### config.mk
export PLATFORM = sky130hd
export DESIGN_NAME = mc_control_fsm
export DESIGN_NICKNAME = d
export VERILOG_FILES = /design/src/rtl/mc_ctrl_pkg.sv /design/src/rtl/mc_control_fsm_op_decode.sv /design/src/rtl/mc_control_fsm.sv
export SDC_FILE = /design/constraint.sdc
export NUM_CORES = 1
export LEC_CHECK = 0
export BUFFER_PORTS_ARGS = -buffer_cell sky130_fd_sc_hd__buf_2
export CORE_MARGIN = 3
export CORE_UTILIZATION = 52
export CTS_CLUSTER_DIAMETER = 200
export DETAILED_ROUTE_END_ITERATION = 6
export PLACE_DENSITY = 0.83
export SETUP_SLACK_MARGIN = 0.05
export SYNTH_ARGS = -nofsm -noshare
export SYNTH_HDL_FRONTEND = slang
export SYNTH_HIERARCHICAL = 1
export SYNTH_SLANG_ARGS = --single-unit
### constraint.sdc
create_clock -name CLK -period 3.01 [get_ports CLK]
set_clock_uncertainty 0.15 [all_clocks]
set_input_delay 0.903 -clock CLK [delete_from_list [all_inputs] [get_ports CLK]]
set_output_delay 0.903 -clock CLK [all_outputs]
set_load 0.02 [all_outputs]
### src/rtl/mc_ctrl_pkg.sv
// rtl/mc_ctrl_pkg.sv - shared encodings for the multicycle MIPS control unit
package mc_ctrl_pkg;

   typedef enum logic [2:0] {
      S_FETCH   = 3'd0,
      S_DECODE  = 3'd1,
      S_EXEC    = 3'd2,
      S_MEM     = 3'd3,
      S_WB      = 3'd4,
      S_ILLEGAL = 3'd5
   } state_t;

   localparam logic [5:0] OP_RTYPE = 6'b000000;
   localparam logic [5:0] OP_LW    = 6'b100011;
   localparam logic [5:0] OP_SW    = 6'b101011;
   localparam logic [5:0] OP_BEQ   = 6'b000100;
   localparam logic [5:0] OP_BNE   = 6'b000101;
   localparam logic [5:0] OP_J     = 6'b000010;
   localparam logic [5:0] OP_ADDI  = 6'b001000;
   localparam logic [5:0] OP_ORI   = 6'b001101;
   localparam logic [5:0] OP_LUI   = 6'b001111;

   localparam logic [1:0] PCSRC_PC4 = 2'b00;
   localparam logic [1:0] PCSRC_BR  = 2'b01;
   localparam logic [1:0] PCSRC_JMP = 2'b10;

   localparam logic [1:0] ALUB_RT    = 2'b00;
   localparam logic [1:0] ALUB_FOUR  = 2'b01;
   localparam logic [1:0] ALUB_IMM   = 2'b10;
   localparam logic [1:0] ALUB_IMMSH = 2'b11;

   localparam logic [1:0] ALUOP_ADD   = 2'b00;
   localparam logic [1:0] ALUOP_SUB   = 2'b01;
   localparam logic [1:0] ALUOP_FUNCT = 2'b10;
   localparam logic [1:0] ALUOP_LOGI  = 2'b11;

   typedef enum logic [3:0] {
      C_NONE  = 4'd0,
      C_RTYPE = 4'd1,
      C_LW    = 4'd2,
      C_SW    = 4'd3,
      C_BEQ   = 4'd4,
      C_BNE   = 4'd5,
      C_J     = 4'd6,
      C_ADDI  = 4'd7,
      C_ORI   = 4'd8,
      C_LUI   = 4'd9
   } iclass_t;

endpackage

### src/rtl/mc_control_fsm_op_decode.sv
// rtl/mc_control_fsm_op_decode.sv - opcode to instruction class; bne legal only with MCCTRL_BNE_EN
module mc_op_decode
   import mc_ctrl_pkg::*;
(
   input  logic [5:0] i_op,
   output iclass_t    o_cls,
   output logic       o_legal
);

   always_comb begin
      o_cls   = C_NONE;
      o_legal = 1'b1;
      case (i_op)
         OP_RTYPE: o_cls = C_RTYPE;
         OP_LW:    o_cls = C_LW;
         OP_SW:    o_cls = C_SW;
         OP_BEQ:   o_cls = C_BEQ;
`ifdef MCCTRL_BNE_EN
         OP_BNE:   o_cls = C_BNE;
`endif
         OP_J:     o_cls = C_J;
         OP_ADDI:  o_cls = C_ADDI;
         OP_ORI:   o_cls = C_ORI;
         OP_LUI:   o_cls = C_LUI;
         default:  o_legal = 1'b0;
      endcase
   end

endmodule

### src/rtl/mc_control_fsm.sv
// rtl/mc_control_fsm.sv - multicycle MIPS main control FSM; bne support under MCCTRL_BNE_EN
module mc_control_fsm
   import mc_ctrl_pkg::*;
(
   input  logic       CLK,
   input  logic       RST,
   input  logic [5:0] Op,
   input  logic       ALUZero,
   input  logic       MemReady,
   output logic       PCWrite,
   output logic [1:0] PCSrc,
   output logic       IRWrite,
   output logic       MemRead,
   output logic       MemWrite,
   output logic       IorD,
   output logic       RegWrite,
   output logic       RegDst,
   output logic       MemtoReg,
   output logic       ALUSrcA,
   output logic [1:0] ALUSrcB,
   output logic [1:0] ALUOp,
   output logic       Illegal,
   output logic [2:0] State
);

   state_t  r_state;
   state_t  w_next;
   iclass_t r_cls;
   iclass_t w_cls;
   logic    w_legal;

   mc_op_decode u_dec (
      .i_op    (Op),
      .o_cls   (w_cls),
      .o_legal (w_legal)
   );

   // Class is latched at DECODE so later states do not depend on Op staying put.
   always_ff @(posedge CLK or posedge RST) begin
      if (RST) begin
         r_state <= S_FETCH;
         r_cls   <= C_NONE;
      end else begin
         r_state <= w_next;
         if (r_state == S_DECODE)
            r_cls <= w_cls;
      end
   end

   assign State = r_state;

   // Gating by RST makes the memory requests drop immediately on an async reset.
   always_comb begin
      w_next   = r_state;
      PCWrite  = 1'b0;
      PCSrc    = PCSRC_PC4;
      IRWrite  = 1'b0;
      MemRead  = 1'b0;
      MemWrite = 1'b0;
      IorD     = 1'b0;
      RegWrite = 1'b0;
      RegDst   = 1'b0;
      MemtoReg = 1'b0;
      ALUSrcA  = 1'b0;
      ALUSrcB  = ALUB_RT;
      ALUOp    = ALUOP_ADD;
      Illegal  = 1'b0;
      if (!RST) begin
         case (r_state)
            S_FETCH: begin
               MemRead = 1'b1;
               if (MemReady) begin
                  IRWrite = 1'b1;
                  PCWrite = 1'b1;
                  PCSrc   = PCSRC_PC4;
                  w_next  = S_DECODE;
               end
            end
            S_DECODE: begin
               ALUSrcA = 1'b0;
               ALUSrcB = ALUB_IMMSH;
               ALUOp   = ALUOP_ADD;
               w_next  = w_legal ? S_EXEC : S_ILLEGAL;
            end
            S_EXEC: begin
               w_next = S_FETCH;
               case (r_cls)
                  C_RTYPE: begin
                     ALUSrcA = 1'b1;
                     ALUSrcB = ALUB_RT;
                     ALUOp   = ALUOP_FUNCT;
                     w_next  = S_WB;
                  end
                  C_LW, C_SW, C_ADDI: begin
                     ALUSrcB = ALUB_IMM;
                     ALUOp   = ALUOP_ADD;
                     w_next  = (r_cls == C_ADDI) ? S_WB : S_MEM;
                  end
                  C_ORI, C_LUI: begin
                     ALUSrcB = ALUB_IMM;
                     ALUOp   = ALUOP_LOGI;
                     w_next  = S_WB;
                  end
                  C_BEQ: begin
                     ALUSrcA = 1'b1;
                     ALUSrcB = ALUB_RT;
                     ALUOp   = ALUOP_SUB;
                     PCSrc   = PCSRC_BR;
                     PCWrite = ALUZero;
                  end
`ifdef MCCTRL_BNE_EN
                  C_BNE: begin
                     ALUOp   = ALUOP_SUB;
                     PCSrc   = PCSRC_BR;
                     PCWrite = ~ALUZero;
                  end
`endif
                  C_J: begin
                     PCSrc   = PCSRC_JMP;
                     PCWrite = 1'b1;
                  end
                  default: w_next = S_FETCH;
               endcase
            end
            S_MEM: begin
               IorD = 1'b1;
               case (r_cls)
                  C_LW: begin
                     MemRead = 1'b1;
                     if (MemReady) w_next = S_WB;
                  end
                  C_SW: begin
                     MemWrite = 1'b1;
                     if (MemReady) w_next = S_FETCH;
                  end
                  default: w_next = S_FETCH;
               endcase
            end
            S_WB: begin
               RegWrite = 1'b1;
               RegDst   = (r_cls == C_RTYPE);
               MemtoReg = (r_cls == C_LW);
               w_next   = S_FETCH;
            end
            S_ILLEGAL: begin
               Illegal = 1'b1;
            end
            default: w_next = S_FETCH;
         endcase
      end
   end

endmodule

-- Yosys cells after proc, flatten, opt, wreduce, memory -nomap -nowiden
Index checks and enable logic that the tools add are counted.
- flip-flop bits (word level): 7
- bits of input ports: 10
- output and inout bits: 19
- equal/unequal tests: 23
- muxes and demuxes: 44
- bitwise operators: 2
- reduce and logical (&&, ||, !) cells: 9
- operator list (kind ; number):
    $pmux 4 s8 ; 1
    $mux 1 ; 23
    $eq 6x4->1 const B ; 3
    $mux 3 ; 5
    $pmux 3 s5 ; 1
    $eq 4x3->1 const B ; 3
    $eq 6x6->1 const B ; 2
    $mux 2 ; 6
    $pmux 3 s2 ; 2
    $eq 4x2->1 const B ; 2
    $eq 4x4->1 const B ; 2
    $pmux 2 s2 ; 2
    $reduce_or 8->1 ; 1
    $eq 3x2->1 const B ; 2
    $eq 3x3->1 const B ; 2
    $eq 6x2->1 const B ; 1
    $eq 6x3->1 const B ; 1
    $logic_not 6->1 ; 1
    $ne 3x3->1 const B ; 2
    $pmux 1 s2 ; 3
    $pmux 2 s3 ; 1
    $reduce_or 3->1 ; 2
    $reduce_and 5->1 ; 1
    $reduce_or 5->1 ; 1
    other kinds (6) ; 8

-- Longest topological paths before layout
Gate-level depths: netlist of the first run.
- depth after elaboration: 5
- gate-level depth with buffers: 8
- depth with buffers taken out: 7

-- Cells and area by module
Netlist of the first run, hierarchy kept.
- modules (own cells, without submodules) (module ; times used ; cells each ; area an instance (um^2) ; sequential area each (um^2)):
    mc_control_fsm ; 1 ; 79 ; 625.6 ; 175.2
    mc_op_decode ; 1 ; 24 ; 176.4 ; 0.0

-- Least setup slack after synthesis of the first run
Ideal clock, no wire load.
- path kind: input port to output port
- start: input port RST
- end: output port ALUOp[1]
- data arrival time: 1928 ps
- data required time: 1957 ps
- setup slack: 29 ps
- cell stages on the path: 3
- path buffers: 0
- cells stage by stage: nor3_1 > nand3b_1 > nor3b_1
- longest elaborated chain between the ends: 1
- RTL lines (what ; line ; source):
    from (decl) ; mc_control_fsm.sv:6 ; input logic RST,
    $mux 2 ; mc_control_fsm.sv:68 ; if (!RST) begin
    to (decl) ; mc_control_fsm.sv:21 ; output logic [1:0] ALUOp,
No other way between the ends.

-- Final worst setup path of the first run
- start: register r_cls[3]
- end: output port MemRead
- longest elaborated chain between the ends: 4
- RTL lines (what ; line ; source):
    from (decl) ; mc_control_fsm.sv:28 ; iclass_t r_cls;
    from (signal assigned) ; mc_control_fsm.sv:46 ; r_cls <= w_cls;
    $eq 4x2->1 ; mc_control_fsm.sv:127 ; case (r_cls)
    $mux 1 ; mc_control_fsm.sv:127 ;
    $pmux 1 s2 ; mc_control_fsm.sv:69 ; case (r_state)
    $mux 1 ; mc_control_fsm.sv:68 ;
    to (decl) ; mc_control_fsm.sv:13 ; output logic MemRead,
No other way between the ends.

==> results of run 1 <==
## layout by cell type (no fill, tap or decap), drive strengths merged, types with 2 or more instances in the layout
master	netlist	layout
or2	2	2
mux2	3	3
nor3	8	8
a21oi	4	4
clkbuf	2	4
nand2	4	4
xnor2	2	2
a211o	2	2
nor2	10	10
dfrtp	7	7
inv	5	5
xor2	2	2
o21ai	5	5
nor4	4	4
nor3b	2	2
and2b	2	2
buf	9	31
nand3	3	3
nand2b	4	4
and3	3	3
## worst max-delay path, stage by stage (launching register included)
cell and delay [ns]:
sky130_fd_sc_hd__dfrtp_2 0.47, sky130_fd_sc_hd__or3b_1 0.42, sky130_fd_sc_hd__or3_1 0.36, sky130_fd_sc_hd__a21oi_1 0.15, sky130_fd_sc_hd__buf_2 0.18
## routing by layer
| layer | wire [µm] | share of wire, % |
|---|---|---|
| met1 | 911 | 47 |
| met5 | 0 | 0 |
| met2 | 869 | 45 |
| met4 | 0 | 0 |
| met3 | 138 | 7.2 |
## cell type report
type / instances / area, µm² / area share, %
multi-input cells: 80 / 552 / 57.8
inverters: 5 / 18.8 / 1.97
flip-flops and latches: 7 / 176 / 18.5
well taps: 15 / 18.8 / 1.97
repair buffers: 31 / 163 / 17.0
clock buffers: 4 / 26.3 / 2.75
## worst min-delay path by stage
stage | cells after the start | end | from | slack, ns
6_report | 1 | r_cls[3]$_DFFE_PP0N_ | r_cls[3]$_DFFE_PP0N_ | 0.52
4_1_cts | 1 | r_cls[1]$_DFFE_PP0N_ | r_cls[1]$_DFFE_PP0N_ | 0.53
5_1_grt | 1 | r_cls[3]$_DFFE_PP0N_ | r_cls[3]$_DFFE_PP0N_ | 0.55
3_3_place_gp | 1 | r_cls[1]$_DFFE_PP0N_ | r_cls[1]$_DFFE_PP0N_ | 0.50
3_5_place_dp | 1 | r_cls[1]$_DFFE_PP0N_ | r_cls[1]$_DFFE_PP0N_ | 0.52
2_1_floorplan | 1 | r_cls[1]$_DFFE_PP0N_ | r_cls[1]$_DFFE_PP0N_ | 0.42
## power by group through the flow
stage	sequential, mW	clock [mW]	combinational (mW)
2_1_floorplan	0.139	0	0.201
3_3_place_gp	0.164	0	0.223
3_5_place_dp	0.168	0	0.226
4_1_cts	0.165	0.0857	0.228
5_1_grt	0.174	0.0915	0.252
6_report	0.169	0.0813	0.230
## sequential cells by signal, indices dropped and copies added, names as in the netlist
signal and flops:
r_cls 4, State 3
## logic make-up (layout without fill, tap and decap cells)
family                     Yosys count  after routing
AOI/OAI and AO/OA                   23             23
xor gates and xnor gates             4              4
adders and majority gates            1              1
buffers and inverters               16             40
DFF                                  7              7
muxes                                3              3
and+or+nand+nor                     49             49
## repair_timing
| item | CTS | global route |
|---|---|---|
| resized for setup | 0 | 3 |
| hold buffers | 0 | 0 |
| endpoints found under the setup margin | 0 | 4 |
==> run metrics, run 1 <==
power share of the combinational group=48.0%; clock-pin transition on the worst setup and hold timing paths=0.05 ns; post-detailed-route count of antenna-violating nets=0; Worst Hold Slack=0.517 ns; average vias per placed instance=5.92; Max Clock Freq=0.347 GHz; timing startpoint of the critical path=r_cls[3]$_DFFE_PP0N_; top cells by area, synth=sky130_fd_sc_hd__dfrtp_1 22%, sky130_fd_sc_hd__nor2_1 4.7%, sky130_fd_sc_hd__nor3_1 4.4%, sky130_fd_sc_hd__buf_6 4.2%, sky130_fd_sc_hd__mux2_2 4.2%; main combinational cell family by area after synthesis=simple AND/OR/NAND/NOR gates; critical path type=flip-flop to output pin; final cell count without fillers=142; Synthesized Nets=113; number of register bits inferred by synthesis=7; weighted congestion reported at the end of routability-driven placement=0.853; area share of fa/ha/maj cells after synthesis=1.40%; total congestion overflow=0; First-pass DRT Iterations=4; commonest cells in the synthesized netlist=10 x sky130_fd_sc_hd__nor2_1, 7 x sky130_fd_sc_hd__dfrtp_1, 7 x sky130_fd_sc_hd__nor3_1; cell area reported after detailed placement=917 µm²; max-cap viol count=0; I/O Buffers=28; TritonCTS clock tree=yes; routed wire length=1.92 mm; final-report hold violation count=0; most common flop cell mapped by yosys=sky130_fd_sc_hd__dfrtp_1; peak ir drop on the vdd network=0.333 mV; pin slew with the least headroom to its limit=0.371 ns; Clock Latency Late Sink=0.25 ns; Iter 0 DRT Violations=27; Core Area=0.00137 mm²; final worst-path cycle share=95.6%; CTS sink cnt=7; number of placement rows=13; initial antenna violation count=0; count of flip-flops with a built-in enable after synthesis=0; portion of total power attributed to the clock network=16.9%; total power draw=481 µW; number of global-route vias before repair=734; final routed wire length divided by cell count=13.5 µm; Die X=45.3 µm; multiplexer share of the synthesized area=4.21%; capturing element of the worst setup path=MemRead; total negative slack for setup checks=0 ns; Diodes inserted=0; worst r2r src=r_cls[3]$_DFFE_PP0N_; Int Power=264 µW; Final Max Tran Viols=0; global-route wire length before repair=3.04 mm; endpoint arrival time on the critical path=1.83 ns; I/O Pins=29; path depth of the worst reg2reg path=4; worst hold-check path type=flip-flop to flip-flop; filler cell count in the final layout=127; Switching Power=216 µW; Synth async-reset ratio=100%; cell area after layout=955 µm²; syn_area_per_cell=7.79 µm²; headroom to the max-slew limit=75.3%; Die Footprint=0.00205 mm²; fraction of the yosys area taken by sequential cells=21.8%; detailed placer's ending HPWL=1.48 mm; fraction of final layout cells with drive strength greater than 1=39.4%; Yosys warning total=6; crit path capture type=output pin; buffer depth of the longest clock path=2; starting density of the core=58.7%; leakage component of the power=0.444 nW; Setup-failing EPs final=0; busiest layer in global routing=met1; final worst setup slack=0.131 ns; Final Critical Period=2.88 ns; sequential fraction of design power=35.1%; met2 layer usage reported by global route=28.5%; CTS root buf=sky130_fd_sc_hd__clkbuf_4; pin count of the biggest net entering global routing=15; Synth area leader=sky130_fd_sc_hd__dfrtp_1; synthesized-area fraction occupied by ao, oa, aoi and oai cells=20.1%; xor/xnor cell area share of the yosys netlist=4.37%; All-Layer GR Usage=20.0%; Synth Instances=103; area share of the leading cell type in the synthesized netlist=21.8%; unrepaired setup endpoints after global routing=no; global-route met3 utilization=3.59%; run status=finished clean; global-route track usage on met1=28.7%; synthesized cell area=802 µm²; power per unit of standard cell area=503 mW/mm²; R2R Setup Slk=1.22 ns; post-synthesis cell type count=44; post-CTS setup buffers=0; number of buffers added by the clock tree synthesis step=3; simple-gate area share of the yosys netlist=36.8%; Cells after DPL=138; Die H=45.3 µm; Data required, critical path=1.96 ns; Max H-tree Level=1; post-placement worst setup slack=0.0982 ns; worst reg2reg endpoint=State[2]$_DFFE_PP0P_; Net Sw Frac=45.0%; Setup crit start kind=flip-flop; library cell with the highest instance count after synthesis=sky130_fd_sc_hd__nor2_1; post-layout net count=138; final design utilization=69.9%; area added between synthesis and finish=19.0%; peak fanout along the critical path=11; DRC violation count after routing=0; via total after detailed routing=840
Power figures use the tool's default switching activity.
==> inputs of run 2 (changes only) <==
- GPL_TIMING_DRIVEN: not set -> 0
- MAX_ROUTING_LAYER: not set -> met4
==> run 2 against run 1 <==
Global-route usage is 0.96 points higher. Setup slack worse by 0.044 ns. First-iteration DRC count increased by 56%. Die area did not move. Register-to-register slack worse by 0.04 ns. Clock power increased by 6.5%. Via count rose by 8.1%. Non-clock buffer count increased by 6. Combinational power grew 29%. Critical path depth up 1. Cell area increased by 9.3%. Cell count rose by 4.2%. Critical endpoint unchanged. Largest power group unchanged.
==> run metrics, run 2 (same netlist as run 1, synthesis figures left out) <==
run status=finished clean; routed wire length=2.09 mm; Net Sw Frac=45.2%; Setup crit start kind=flip-flop; Int Power=283 µW; final routed wire length divided by cell count=14.1 µm; number of flip-flops under the largest register name=4; peak ir drop on the vdd network=0.313 mV; largest reg by FF count=r_cls; Diodes inserted=0; Core Area=0.00137 mm²; peak fanout along the critical path=10; Setup-failing EPs final=0; power share of the combinational group=57.7%; max-cap viol count=0; total congestion overflow=0; weighted congestion reported at the end of routability-driven placement=0.873; global-route wire length before repair=3.08 mm; starting density of the core=58.7%; CTS root buf=sky130_fd_sc_hd__clkbuf_4; clock-pin transition on the worst setup and hold timing paths=0.05 ns; final-report hold violation count=0; DRC violation count after routing=0; Max H-tree Level=1; initial antenna violation count=0; number of placement rows=13; Die H=45.3 µm; post-detailed-route count of antenna-violating nets=0; Die X=45.3 µm; Switching Power=233 µW; First-pass DRT Iterations=4; I/O Buffers=24; R2R Setup Slk=1.18 ns; final worst setup slack=0.0874 ns; Iter 0 DRT Violations=42; buffer depth of the longest clock path=2; critical path type=flip-flop to output pin; endpoint arrival time on the critical path=1.87 ns; filler cell count in the final layout=115; unrepaired setup endpoints after global routing=no; worst hold-check path type=primary input to async pin; Die Footprint=0.00205 mm²; Final Critical Period=2.92 ns; detailed placer's ending HPWL=1.44 mm; via total after detailed routing=908; final cell count without fillers=148; area added between synthesis and finish=30.1%; Buf+Inv Stages, Crit Path=2; leakage component of the power=0.485 nW; number of global-route vias before repair=711; Data required, critical path=1.96 ns; CTS sink cnt=7; All-Layer GR Usage=21.0%; post-layout net count=144; Worst path top cell family by delay=simple AND/OR/NAND/NOR gates; worst-path cell with the longest stage delay=sky130_fd_sc_hd__or3b_1; final worst-path cycle share=97.1%; portion of total power attributed to the clock network=16.8%; CP most frequent cell=sky130_fd_sc_hd__buf_6; post-placement worst setup slack=-0.167 ns; power per unit of standard cell area=494 mW/mm²; headroom to the max-slew limit=76.3%; pin count of the biggest net entering global routing=11; final design utilization=76.4%; crit path capture type=output pin; Max Clock Freq=0.342 GHz; fraction of final layout cells with drive strength greater than 1=43.6%; Cells after DPL=142; delay contributed by the slowest stage of the critical path=0.42 ns; average vias per placed instance=6.14; total power draw=515 µW; sequence of cells on the critical path=buf_6, or3b_1, or3_4, a21oi_2, buf_6; most frequent standard cell in the layout excluding fill and tap cells=sky130_fd_sc_hd__buf_2; top library cells by usage in the layout, fill and taps aside=28 x sky130_fd_sc_hd__buf_2, 10 x sky130_fd_sc_hd__nor2_1, 7 x sky130_fd_sc_hd__dfrtp_1; pin slew with the least headroom to its limit=0.355 ns; number of buffers added by the clock tree synthesis step=3; Clock Latency Late Sink=0.25 ns; Final Max Tran Viols=0; I/O Pins=29; sequential fraction of design power=25.5%; TritonCTS clock tree=yes
[run 2: metrics by stage]
stage	TNS [ns]	cell area, µm²	hold slack (ns)
6_report	0	1040	0.505
5_1_grt	0	1040	0.513
4_1_cts	0	995	0.510
3_5_place_dp	-0.546	946	0.495
3_3_place_gp	-0.251	946	0.469
2_1_floorplan	0	807	0.423
[run 2: repair_timing]
item                       CTS  global route
gates resized for setup      3            13
setup endpoints to repair    5             6
pin swaps                    0             3
hold buffers                 0             0
setup buffers                1             1
[run 2: metal layers]
layer | global-route usage, % | wire [µm] | up-vias
li1 | - | - | 437
met1 | 26.3 | 822 | 404
met2 | 32.8 | 980 | 58
met3 | 3.98 | 234 | 9
met4 | 8.77 | 49 | 0
met5 | - | 0 | -
[run 2: worst reg2reg max path: cells and delay by family (launching register included)]
family	cells	cell delay (ns)
AOI/OAI and AO/OA	2	0.36
buffers and inverters	1	0.14
DFF	1	0.38
and+or+nand+nor	2	0.70
[run 2: cell type report]
| type | count | area, µm² | area share, % |
|---|---|---|---|
| multi-input combinational | 80 | 572 | 54.8 |
| sequential | 7 | 175 | 16.8 |
| timing repair buffer | 26 | 156 | 15.0 |
| buffer | 11 | 72.6 | 6.95 |
| clock buffer | 4 | 26.3 | 2.52 |
| inverter | 5 | 22.5 | 2.16 |
| tap | 15 | 18.8 | 1.80 |
[run 2: path summary, 6_finish.rpt]
check,start,to,cells past startpoint
max,r_cls[3]$_DFFE_PP0N_,MemRead,5
max in group asynchronous,RST,r_cls[2]$_DFFE_PP0N_,3
min,RST,State[1]$_DFFE_PP0P_,3
min in group CLK,r_cls[3]$_DFFE_PP0N_,r_cls[3]$_DFFE_PP0N_,2
min reg2reg,r_cls[3]$_DFFE_PP0N_,r_cls[3]$_DFFE_PP0N_,2
max reg2reg,r_cls[3]$_DFFE_PP0N_,State[2]$_DFFE_PP0P_,5
[run 2: power by group through the flow]
stage	Sequential, mW	Clock [mW]	Combinational, mW
5_1_grt	0.135	0.0932	0.326
3_3_place_gp	0.127	0	0.272
3_5_place_dp	0.128	0	0.276
2_1_floorplan	0.139	0	0.201
4_1_cts	0.130	0.0871	0.282
6_report	0.131	0.0866	0.297
==> inputs of run 3 (changes only) <==
- PLACE_DENSITY: 0.83 -> not set
- PLACE_DENSITY_LB_ADDON: not set -> 0.1
==> run 3 against run 2 <==
Sequential power barely moved. Combinational power barely moved. Die area did not move. Clock power fell by 2%. Hold slack barely moved. Cell count rose by 0.68%.
==> run metrics, run 3 (same netlist as run 1, synthesis figures left out) <==
Iter 0 DRT Violations=34; peak fanout along the critical path=7; total negative slack for setup checks=0 ns; routed wire length=2.12 mm; hold depth=2; Die Footprint=0.00205 mm²; total congestion overflow=0; run status=finished clean; peak ir drop on the vdd network=0.493 mV; R2R Setup Slk=1.29 ns; post-layout net count=145; number of placement rows=13; worst r2r src=r_cls[3]$_DFFE_PP0N_; number of buffers added by the clock tree synthesis step=3; leakage component of the power=0.485 nW; crit path capture type=output pin; fraction of final layout cells with drive strength greater than 1=41.8%; I/O Buffers=24; All-Layer GR Usage=21.6%; critical path type=primary input to output pin; average vias per placed instance=5.91; filler cell count in the final layout=107; Max H-tree Level=1; Diodes inserted=0; detailed placer's ending HPWL=1.51 mm; Die H=45.3 µm; most frequent standard cell in the layout excluding fill and tap cells=sky130_fd_sc_hd__buf_2; initial antenna violation count=0; clock-pin transition on the worst setup and hold timing paths=0.05 ns; First-pass DRT Iterations=4; Final Max Tran Viols=0; largest reg by FF count=r_cls; Max Clock Freq=0.343 GHz; unrepaired setup endpoints after global routing=no; final-report hold violation count=0; endpoint arrival time on the critical path=1.86 ns; final worst setup slack=0.0977 ns; top library cells by usage in the layout, fill and taps aside=29 x sky130_fd_sc_hd__buf_2, 10 x sky130_fd_sc_hd__nor2_1, 7 x sky130_fd_sc_hd__dfrtp_1; pin slew with the least headroom to its limit=0.376 ns; pin count of the biggest net entering global routing=11; worst hold-check path type=flip-flop to flip-flop; headroom to the max-slew limit=74.9%; endpoint of the worst hold-timing path=r_cls[3]$_DFFE_PP0N_; I/O Pins=29; area added between synthesis and finish=27.5%; post-detailed-route count of antenna-violating nets=0; Die X=45.3 µm; Setup-failing EPs final=0; path depth of the worst reg2reg path=5; number of flip-flops under the largest register name=4; max-cap viol count=0; Setup crit start kind=primary input; Hold Crit Start=r_cls[3]$_DFFE_PP0N_; via total after detailed routing=880; CTS sink cnt=7; final worst-path cycle share=96.8%; Final Critical Period=2.91 ns; Clock Latency Late Sink=0.25 ns; number of global-route vias before repair=766; Data required, critical path=1.96 ns; buffer depth of the longest clock path=2; weighted congestion reported at the end of routability-driven placement=0.846; final routed wire length divided by cell count=14.2 µm; global-route wire length before repair=3.19 mm; worst reg2reg endpoint=State[2]$_DFFE_PP0P_; Core Area=0.00137 mm²; TritonCTS clock tree=yes; post-placement worst setup slack=-0.189 ns; power per unit of standard cell area=498 mW/mm²; DRC violation count after routing=0; starting density of the core=58.7%; CTS root buf=sky130_fd_sc_hd__clkbuf_4
## run 3: changes by cell type in the layout (fill, tap and decap cells not counted), sizes merged
cell,change
buf,+1
## run 3: how the worst max path moves through the flow
| stage | startpoint | end | slack [ns] | cells past startpoint |
|---|---|---|---|---|
| after global placement | RST | PCSrc[0] | -0.14 | 5 |
| after floorplan | RST | ALUSrcA | 0.04 | 3 |
| after detailed placement | RST | ALUSrcA | -0.19 | 5 |
| after CTS | RST | IRWrite | 0.08 | 5 |
| final | RST | ALUSrcA | 0.1 | 5 |
| after global routing | r_cls[3]$_DFFE_PP0N_ | MemRead | 0.05 | 5 |
## run 3: through the flow
stage | hold slack [ns] | power [mW] | instance area (µm²) | std cells | utilization [%]
finish | 0.505 | 0.509 | 1020 | 149 | 74.8
CTS | 0.499 | 0.503 | 995 | 147 | 72.8
detailed placement | 0.483 | 0.407 | 946 | 142 | 69.2
global route | 0.533 | 0.548 | 1020 | 149 | 74.8
floorplan | 0.423 | 0.340 | 807 | 103 | -
global placement | 0.470 | 0.401 | 946 | 142 | 69.2
## run 3: timing repair
item	CTS	global route
resized for setup	3	6
setup endpoints to repair	7	6
buffers inserted	1	2
hold buffers	0	0
pin swaps	0	2
## run 3: routing by layer
| layer | global-route usage (%) | part of all wire [%] | vias up |
|---|---|---|---|
| met2 | 33.9 | 47 | 46 |
| li1 | - | - | 439 |
| met4 | 7.60 | 0.47 | 0 |
| met3 | 3.59 | 9.1 | 2 |
| met5 | - | 0 | - |
| met1 | 27.9 | 43 | 393 |
## run 3: final cells by class
type | count | area, µm² | share of cell area, %
multi-input combinational | 80 | 558 | 54.6
sequential | 7 | 175 | 17.1
timing repair buffer | 27 | 149 | 14.6
buffer | 11 | 72.6 | 7.10
clock buffer | 4 | 26.3 | 2.57
inverter | 5 | 22.5 | 2.20
tap | 15 | 18.8 | 1.84
## run 3: worst max-delay path, cell delays in order
cell and delay (ns):
sky130_fd_sc_hd__buf_6 0.12, sky130_fd_sc_hd__nor3_4 0.24, sky130_fd_sc_hd__nand3b_1 0.19, sky130_fd_sc_hd__nor3_1 0.21
sky130_fd_sc_hd__buf_2 0.19
## run 3: report_power, final
part | switching, mW | internal, mW
Clock | 0.0345 | 0.0506
Sequential | 0.0158 | 0.114
Combinational | 0.178 | 0.116
